--- src/rtl/uart_rx.sv ---
// uart_rx: 8-N-1 UART receiver with mid-bit sampling.
// Framing errors hold off new frames until the line idles high.
module uart_rx #(
  parameter int CLK_FREQ  = 50000000,
  parameter int BAUD_RATE = 115200
) (
  input  logic       clk,
  input  logic       rst_n,
  input  logic       rx_line,
  output logic [7:0] rx_data,
  output logic       rx_valid,
  output logic       rx_frame_err,
  output logic       rx_busy
);

  localparam int N = CLK_FREQ / BAUD_RATE;
  localparam logic [15:0] C_LAST = 16'(N - 1);
  localparam logic [15:0] C_HALF = 16'((N - 1) / 2);

  typedef enum logic [2:0] {
    IDLE,
    START,
    DATA,
    STOP,
    WAIT_HIGH
  } state_t;

  state_t      r_state;
  logic        r_s1;
  logic        r_s2;
  logic [15:0] r_count;
  logic [2:0]  r_idx;
  logic [7:0]  r_shift;

  logic w_bit_end;
  logic w_half;

  assign w_bit_end = (r_count == C_LAST);
  assign w_half    = (r_count == C_HALF);
  assign rx_busy   = (r_state != IDLE);

  always_ff @(posedge clk) begin
    if (!rst_n) begin
      r_state      <= IDLE;
      r_s1         <= 1'b1;
      r_s2         <= 1'b1;
      r_count      <= '0;
      r_idx        <= '0;
      r_shift      <= '0;
      rx_data      <= '0;
      rx_valid     <= 1'b0;
      rx_frame_err <= 1'b0;
    end else begin
      r_s1         <= rx_line;
      r_s2         <= r_s1;
      rx_valid     <= 1'b0;
      rx_frame_err <= 1'b0;
      unique case (r_state)
        IDLE: begin
          r_count <= '0;
          r_idx   <= '0;
          if (!r_s2) r_state <= START;
        end
        START: begin
          if (w_half) begin
            r_count <= '0;
            // A line back high at mid-start is noise, not a frame
            r_state <= r_s2 ? IDLE : DATA;
          end else begin
            r_count <= r_count + 16'd1;
          end
        end
        DATA: begin
          if (w_bit_end) begin
            r_count        <= '0;
            r_shift[r_idx] <= r_s2;
            if (r_idx == 3'd7) begin
              r_idx   <= '0;
              r_state <= STOP;
            end else begin
              r_idx <= r_idx + 3'd1;
            end
          end else begin
            r_count <= r_count + 16'd1;
          end
        end
        STOP: begin
          if (w_bit_end) begin
            r_count <= '0;
            if (r_s2) begin
              rx_data  <= r_shift;
              rx_valid <= 1'b1;
              r_state  <= IDLE;
            end else begin
              rx_frame_err <= 1'b1;
              r_state      <= WAIT_HIGH;
            end
          end else begin
            r_count <= r_count + 16'd1;
          end
        end
        WAIT_HIGH: begin
          r_count <= '0;
          if (r_s2) r_state <= IDLE;
        end
        default: r_state <= IDLE;
      endcase
    end
  end

endmodule

--- config.mk ---
export PLATFORM = sky130hd
export DESIGN_NAME = uart_rx
export DESIGN_NICKNAME = d
export VERILOG_FILES = /design/src/rtl/uart_rx.sv
export SDC_FILE = /design/constraint.sdc
export NUM_CORES = 1
export LEC_CHECK = 0
export BUFFER_PORTS_ARGS = -buffer_cell sky130_fd_sc_hd__buf_2
export CORE_UTILIZATION = 59
export DETAILED_ROUTE_END_ITERATION = 10
export PLACE_DENSITY = 0.77
export SYNTH_ARGS = -nofsm -noshare
export SYNTH_HDL_FRONTEND = slang
export SYNTH_SLANG_ARGS = --single-unit
--- constraint.sdc ---
create_clock -name clk -period 2.4 [get_ports clk]
set_clock_uncertainty 0.05 [all_clocks]
set_input_delay 0.48 -clock clk [delete_from_list [all_inputs] [get_ports clk]]
set_output_delay 0.48 -clock clk [all_outputs]
set_load 0.05 [all_outputs]
==> impl_metrics.env, run 1 <==
export IMPL_status="finished, final reports clean"
export IMPL_worstHoldStart="rx_line"
export IMPL_required_ns=1.87
export IMPL_totalPowerFinal_mw=1.21
export IMPL_synth_avg_cell_area_sq_um=9.10
export IMPL_cts_sinks=42
export IMPL_fin_ws_ns=0.349
export IMPL_seqPwrFrac=0.606
export IMPL_whs_endpoint="r_s1"
export IMPL_drt_iter0_markers=74
export IMPL_antenna_found_initial=0
export IMPL_io_pins=14
export IMPL_hold_path_depth=2
export IMPL_syn_cell_area_sq_um=2000
export IMPL_swShare=0.268
export IMPL_p_int_uw=884
export IMPL_hold_buffers=0
export IMPL_viasPerCell=5.64
export IMPL_max_freq_ghz=0.488
export IMPL_place_gp_congestion=0.862
export IMPL_critPathSlowestCell="or3_1"
export IMPL_routed_wl_um=3640
export IMPL_clockPowerShare=0.303
export IMPL_cts_tree="yes"
export IMPL_clockBufferDepth=2
export IMPL_tns_ns=0
export IMPL_min_period_ns=2.05
export IMPL_cts_resized=0
export IMPL_worstPathMaxFanout=10
export IMPL_dp_hpwl_um=2600
export IMPL_start_util=0.640
export IMPL_place_port_buffers=13
export IMPL_drive_above_1_share=0.131
export IMPL_synth_seq_area_share=0.420
export IMPL_maxCapViolCount=0
export IMPL_yosys_warnings=0
export IMPL_cts_root_buf="clkbuf_4"
export IMPL_synth_compound_area_frac=0.0619
export IMPL_cts_max_level=2
export IMPL_rsz0062_at_grt="false"
export IMPL_via_count=1541
export IMPL_grt_start_max_net_pins=21
export IMPL_grt_first_pass_wirelength_um=6160
export IMPL_slew_headroom=0.604
export IMPL_stdcell_count=273
export IMPL_synthMuxAreaShare=0.0800
export IMPL_cts_setup_buffers=0
export IMPL_num_rows=20
export IMPL_r2r_slack_ns=0.44
export IMPL_grt_pass1_vias=1438
export IMPL_worst_r2r_path_depth=7
export IMPL_startpoint_type="flip-flop"
export IMPL_post_route_period_util=0.855
export IMPL_powerDensity_nw_per_um2=567
export IMPL_routedWlPerCell_um=13.3
export IMPL_synth_nets=228
export IMPL_path_cells="or3_1, buf_2"
export IMPL_synth_top_family_by_area="simple AND/OR/NAND/NOR gates"
export IMPL_die_h_um=60.3
export IMPL_power_switching_uw=323
export IMPL_diodes=0
export IMPL_insertion_delay_ns=0.37
export IMPL_dp_cells=265
export IMPL_synthXorXnorAreaFrac=0.0656
export IMPL_max_stage_delay_ns=0.48
export IMPL_setup_violations=0
export IMPL_critPathKind="flip-flop to output port"
export IMPL_ant_nets=0
export IMPL_crit_arrival_ns=1.52
export IMPL_synth_fa_ha_area_frac=0.0313
export IMPL_fin_util=0.680
export IMPL_leakage_nw=0.835
export IMPL_peakVddDrop_mv=0.395
export IMPL_reg2reg_from="r_count[1]"
export IMPL_grt_usage=0.230
export IMPL_final_fill_count=268
export IMPL_gr_total_overflow=0
export IMPL_fin_nets=236
export IMPL_pwr_share_comb=0.090
export IMPL_clkTransAtPathRegs_ns=0.11
export IMPL_slew_violations=0
export IMPL_die_w_um=60.3
export IMPL_synth_simple_gate_area_frac=0.299
export IMPL_area_growth_pct=6.31
export IMPL_post_place_ws_ns=0.455
export IMPL_synthCells=220
export IMPL_finalHoldViolCount=0
export IMPL_synth_seq_cells=42
export IMPL_r2r_end="r_count[0]"
export IMPL_synthDistinctLibCells=40
export IMPL_fp_coreArea_sq_um=3130
export IMPL_worstMarginPinSlew_ns=0.593
export IMPL_first_pass_iters=4
export IMPL_die_area_sq_um=3630
export IMPL_endpoint_kind="output port"
export IMPL_numCtsBuffers=5
export IMPL_drc=0
export IMPL_hold_class="input port to flip-flop"
routing by layer:
layer	share of wire	vias up	routed length, um	global-route usage
li1	-	782	-	-
met1	0.43	730	1580	0.264
met2	0.51	23	1870	0.399
met3	0.030	6	109	0.0584
met4	0.021	0	78	0.103
met5	0	-	0	0
power groups by stage:
stage | sequential [mW] | combinational [mW] | clock, mW
floorplan | 0.729 | 0.109 | 0
global placement | 0.746 | 0.103 | 0
detailed placement | 0.748 | 0.106 | 0
CTS | 0.731 | 0.109 | 0.378
global route | 0.735 | 0.123 | 0.407
finish | 0.732 | 0.109 | 0.366
layout by cell type (no fill, tap or decap), drive strengths merged, types with 2 or more instances in the layout:
cell / n
nand4b: 2
o21a: 3
nor2: 43
nand3: 7
dfxtp: 42
nand2b: 5
nand2: 12
xor2: 13
a211oi: 2
and4: 3
nor3b: 2
nor3: 5
and3: 2
mux2i: 16
buf: 14
nor4: 7
inv: 6
and2: 2
clkbuf: 7
xnor2: 2
nand4: 8
and4b: 3
ha: 5
o21ai: 2
a21oi: 5
worst max-delay path, delay by kind of cell, from the launching register on:
kind	cells	cell delay, ns
buf+inv	1	0.24
flops	1	0.43
simple gates	1	0.48
kinds of logic (layout without fill, tap and decap cells):
| kind of cell | Yosys count | in the layout |
|---|---|---|
| AO/OA/AOI/OAI | 17 | 17 |
| XOR/XNOR | 15 | 15 |
| adder cells (fa/ha/maj) | 5 | 5 |
| buffers and inverters | 19 | 28 |
| flip-flops | 42 | 42 |
| multiplexers | 16 | 16 |
| AND/OR/NAND/NOR | 106 | 106 |
registers in the layout, summed over array words and instances, names as in the netlist:
signal        count
rx_valid          1
rx_data           8
r_idx             3
r_s2              1
r_state           3
r_shift           8
r_s1              1
rx_frame_err      1
r_count          16
worst max path at each step:
stage | startpoint | to | slack (ns) | depth (start not counted)
6_report | r_state[0] | rx_busy | 0.35 | 2
5_1_grt | r_count[1] | r_count[0] | 0.23 | 7
4_1_cts | r_state[0] | rx_busy | 0.35 | 2
3_5_place_dp | r_count[1] | r_count[0] | 0.45 | 7
3_3_place_gp | r_count[0] | r_shift[2] | 0.52 | 6
2_1_floorplan | r_count[1] | rx_data[5] | 0.65 | 9
Yosys cell counts (all sizes together):
library cell,instances,share of area
o21ai,2,0.0069
nor3b,2,0.016
and4,3,0.013
ha,5,0.031
nand3,7,0.017
a21bo,1,0.0050
nand4b,2,0.015
a31o,1,0.0044
clkbuf,7,0.013
nand2b,5,0.016
and4bb,1,0.0062
dfxtp,42,0.42
and4b,3,0.015
xor2,13,0.057
a221oi,1,0.0044
nor2,43,0.081
inv,6,0.011
nor3,5,0.012
nand2,12,0.024
nor4b,1,0.0075
a311o,1,0.0050
a21oi,5,0.012
mux2i,16,0.080
nand3b,1,0.0038
buf,6,0.017
a41o,1,0.0050
nor4,7,0.029
and2,2,0.0062
or3,1,0.0031
a211oi,2,0.0075
and3,2,0.0062
nor2b,1,0.0031
o21a,3,0.011
xnor2,2,0.0088
nand4,8,0.025
cell type report:
| type | count | area (sq um) | share of cell area |
|---|---|---|---|
| clock inverter | 1 | 5.00 | 0.00235 |
| multi-input combinational | 159 | 1080 | 0.506 |
| inverter | 6 | 22.5 | 0.0106 |
| sequential | 42 | 841 | 0.395 |
| timing repair buffer | 14 | 72.6 | 0.0341 |
| clock buffer | 7 | 55.1 | 0.0259 |
| tap | 44 | 55.1 | 0.0259 |
through the flow:
stage / hold WS, ns / instance area [sq um]
floorplan: 0.336 / 2000
global placement: 0.345 / 2070
detailed placement: 0.350 / 2070
CTS: 0.237 / 2130
global route: 0.227 / 2130
finish: 0.237 / 2130
Note: power is estimated with default switching activity, not from simulation.
==> inputs of run 2 (changes only) <==
--- a/config.mk
+++ b/config.mk
@@ -5,10 +5,12 @@
 export SDC_FILE = /design/constraint.sdc
 export NUM_CORES = 1
 export LEC_CHECK = 0
+export ABC_AREA = 1
 export BUFFER_PORTS_ARGS = -buffer_cell sky130_fd_sc_hd__buf_2
-export CORE_UTILIZATION = 59
+export CORE_UTILIZATION = 60
 export DETAILED_ROUTE_END_ITERATION = 10
-export PLACE_DENSITY = 0.77
+export PLACE_DENSITY = 0.78
+export SLEW_MARGIN = 0
 export SYNTH_ARGS = -nofsm -noshare
 export SYNTH_HDL_FRONTEND = slang
 export SYNTH_SLANG_ARGS = --single-unit
==> run 2 against run 1 <==
  * Register-to-register slack better by 0.30 ns
  * Combinational power grew to 4.0 times the previous value
  * Synthesized area is 10% higher
  * Global-route usage is 0.63 points higher
  * Critical path depth is 1 higher
  * Synthesized cell count is 46% higher
==> impl_metrics.env, run 2 <==
export IMPL_die_w_um=62.7
export IMPL_first_pass_iters=5
export IMPL_largest_reg_flops=16
export IMPL_antenna_found_initial=0
export IMPL_synthDistinctLibCells=28
export IMPL_slew_violations=0
export IMPL_reg_largest_list="r_count x16, r_shift x8, rx_data x8"
export IMPL_start_util=0.641
export IMPL_routedWlPerCell_um=10.8
export IMPL_slew_headroom=0.690
export IMPL_insertion_delay_ns=0.29
export IMPL_viasPerCell=5.06
export IMPL_peakVddDrop_mv=0.641
export IMPL_drive_above_1_share=0.147
export IMPL_path_cells="inv_2, nand2_1, buf_2"
export IMPL_synth_main_ff_cell="dfxtp_1"
export IMPL_syn_cell_area_sq_um=2210
export IMPL_place_port_buffers=13
export IMPL_synth_seq_cells=42
export IMPL_max_freq_ghz=0.537
export IMPL_numCtsBuffers=5
export IMPL_pwr_share_comb=0.258
export IMPL_drc=0
export IMPL_seqPwrFrac=0.461
export IMPL_synth_simple_gate_area_frac=0.410
export IMPL_post_route_period_util=0.776
export IMPL_leakage_nw=1.05
export IMPL_synth_seq_area_share=0.381
export IMPL_critPathKind="flip-flop to output port"
export IMPL_grt_usage=0.237
export IMPL_fp_coreArea_sq_um=3440
export IMPL_multiInputGateArea_sq_um=1150
export IMPL_timing_hold_ws_ns=0.316
export IMPL_place_gp_congestion=0.910
export IMPL_wl_met3_um=169
export IMPL_hold_buffers=0
export IMPL_dp_hpwl_um=2880
export IMPL_final_fill_count=311
export IMPL_cp_num_buf_inv=2
export IMPL_grt_first_pass_wirelength_um=7450
export IMPL_synth_nets=329
export IMPL_rsz0062_at_grt="false"
export IMPL_routed_wl_um=4080
export IMPL_tns_ns=0
export IMPL_cpLargestDelayFamily="flip-flops"
export IMPL_wl_met1_um=2060
export IMPL_synth_compound_area_frac=0.0454
export IMPL_power_switching_uw=607
export IMPL_finalHoldViolCount=0
export IMPL_ant_nets=0
export IMPL_maxCapViolCount=0
export IMPL_top_register="r_count"
export IMPL_yosys_warnings=0
export IMPL_cts_tree="yes"
export IMPL_status="finished, final reports clean"
export IMPL_post_synth_top_count_cell="nand2_1"
export IMPL_hold_class="input port to flip-flop"
export IMPL_swShare=0.358
export IMPL_cts_root_buf="clkbuf_8"
export IMPL_worstMarginPinSlew_ns=0.464
export IMPL_startpoint_type="flip-flop"
export IMPL_die_area_sq_um=3930
export IMPL_synth_top_area_share=0.381
export IMPL_cts_max_level=2
export IMPL_clkTransAtPathRegs_ns=0.08
export IMPL_synthCells=321
export IMPL_critPathSlowestCell="dfxtp_1"
export IMPL_seq_area_sq_um=841
export IMPL_endpoint_kind="output port"
export IMPL_cts_resized=0
export IMPL_yosys_area_top_type="dfxtp_1"
export IMPL_clockBufferDepth=2
export IMPL_synthMuxAreaShare=0
export IMPL_async_reset_ff_frac=0
export IMPL_via_count=1917
export IMPL_cts_sinks=42
export IMPL_crit_arrival_ns=1.33
export IMPL_synth_avg_cell_area_sq_um=6.88
export IMPL_grt_start_max_net_pins=18
export IMPL_synth_area_leaders="dfxtp_1, nand2_1, nor2_1, nand3_1, inv_1"
export IMPL_drt_iter0_markers=112
export IMPL_synth_fa_ha_area_frac=0.0283
export IMPL_synth_edf_count=0
export IMPL_die_h_um=62.7
export IMPL_synth_common_cells="nand2_1, nor2_1, dfxtp_1, inv_1, nand3_1"
export IMPL_cts_setup_buffers=0
export IMPL_grt_pass1_vias=1729
export IMPL_io_pins=14
export IMPL_mostFrequentLayoutCell="nand2_1"
export IMPL_synth_top_family_by_area="simple AND/OR/NAND/NOR gates"
export IMPL_max_stage_delay_ns=0.49
export IMPL_highest_layer="met4"
export IMPL_p_int_mw=1.09
export IMPL_powerDensity_nw_per_um2=720
export IMPL_setup_violations=0
export IMPL_required_ns=1.87
export IMPL_fin_nets=340
export IMPL_gr_total_overflow=0
export IMPL_synthXorXnorAreaFrac=0.0357
export IMPL_final_cell_mix="nand2_1, nor2_1, dfxtp_1, inv_1, nand3_1"
export IMPL_area_growth_pct=6.69
export IMPL_diodes=0
export IMPL_wl_met2_um=1800
export IMPL_worstPathMaxFanout=6
export IMPL_num_rows=21
export IMPL_min_period_ns=1.86
export IMPL_clockPowerShare=0.281
export IMPL_totalPowerFinal_mw=1.70
-- run 2: changes by cell type after synthesis, moves of 6 or more --
cell / before / now
nor2_1: 43 / 70
nand3_1: 7 / 25
nor4_1: 6 / 0
xor2_1: 13 / 6
a21oi_1: 5 / 11
inv_1: 6 / 30
nand2_1: 11 / 74
mux2i_1: 16 / 0
-- run 2: cells by family (layout without fill, tap and decap cells) --
logic type | Yosys count | count (layout)
adder cells (fa/ha/maj) | 5 | 5
AND/OR/NAND/NOR | 201 | 201
AO/OA/AOI/OAI | 17 | 17
buffers and inverters | 47 | 59
XOR/XNOR | 9 | 9
flip-flops | 42 | 42
-- run 2: power groups by stage --
stage / sequential [mW] / combinational (mW) / clock, mW
floorplan: 0.784 / 0.383 / 0
global placement: 0.795 / 0.426 / 0
detailed placement: 0.796 / 0.432 / 0
CTS: 0.779 / 0.436 / 0.485
global route: 0.788 / 0.502 / 0.515
finish: 0.781 / 0.438 / 0.476
-- run 2: per-stage QoR --
stage               cell area [sq um]  instances  setup WS [ns]   util
floorplan                        2210        321          0.962      -
global placement                 2260        371          0.808  0.656
detailed placement               2260        371          0.755  0.656
CTS                              2350        379          0.563  0.684
global route                     2350        379          0.430  0.684
finish                           2350        379          0.538  0.684
-- run 2: final timing paths --
check	start	to	slack (ns)	cells past startpoint
worst max-delay path	r_state[2]	rx_busy	0.54	3
worst min-delay path	rx_line	r_s1	0.32	2
worst max register to register	r_count[1]	r_idx[0]	0.74	9
worst min register to register	r_s1	r_s2	0.38	1
-- run 2: layout make-up --
type / instances / area share
clock buffer: 6 / 0.0351
multi-input combinational: 232 / 0.487
tap: 46 / 0.0244
inverter: 37 / 0.0600
timing repair buffer: 14 / 0.0308
sequential: 42 / 0.357
clock inverter: 2 / 0.00531
-- run 2: metal layers --
layer  up-vias  GRT usage
li1       1022          -
met1       848      0.308
met2        40      0.386
met3         7     0.0547
met4         0     0.0756
met5         -          0
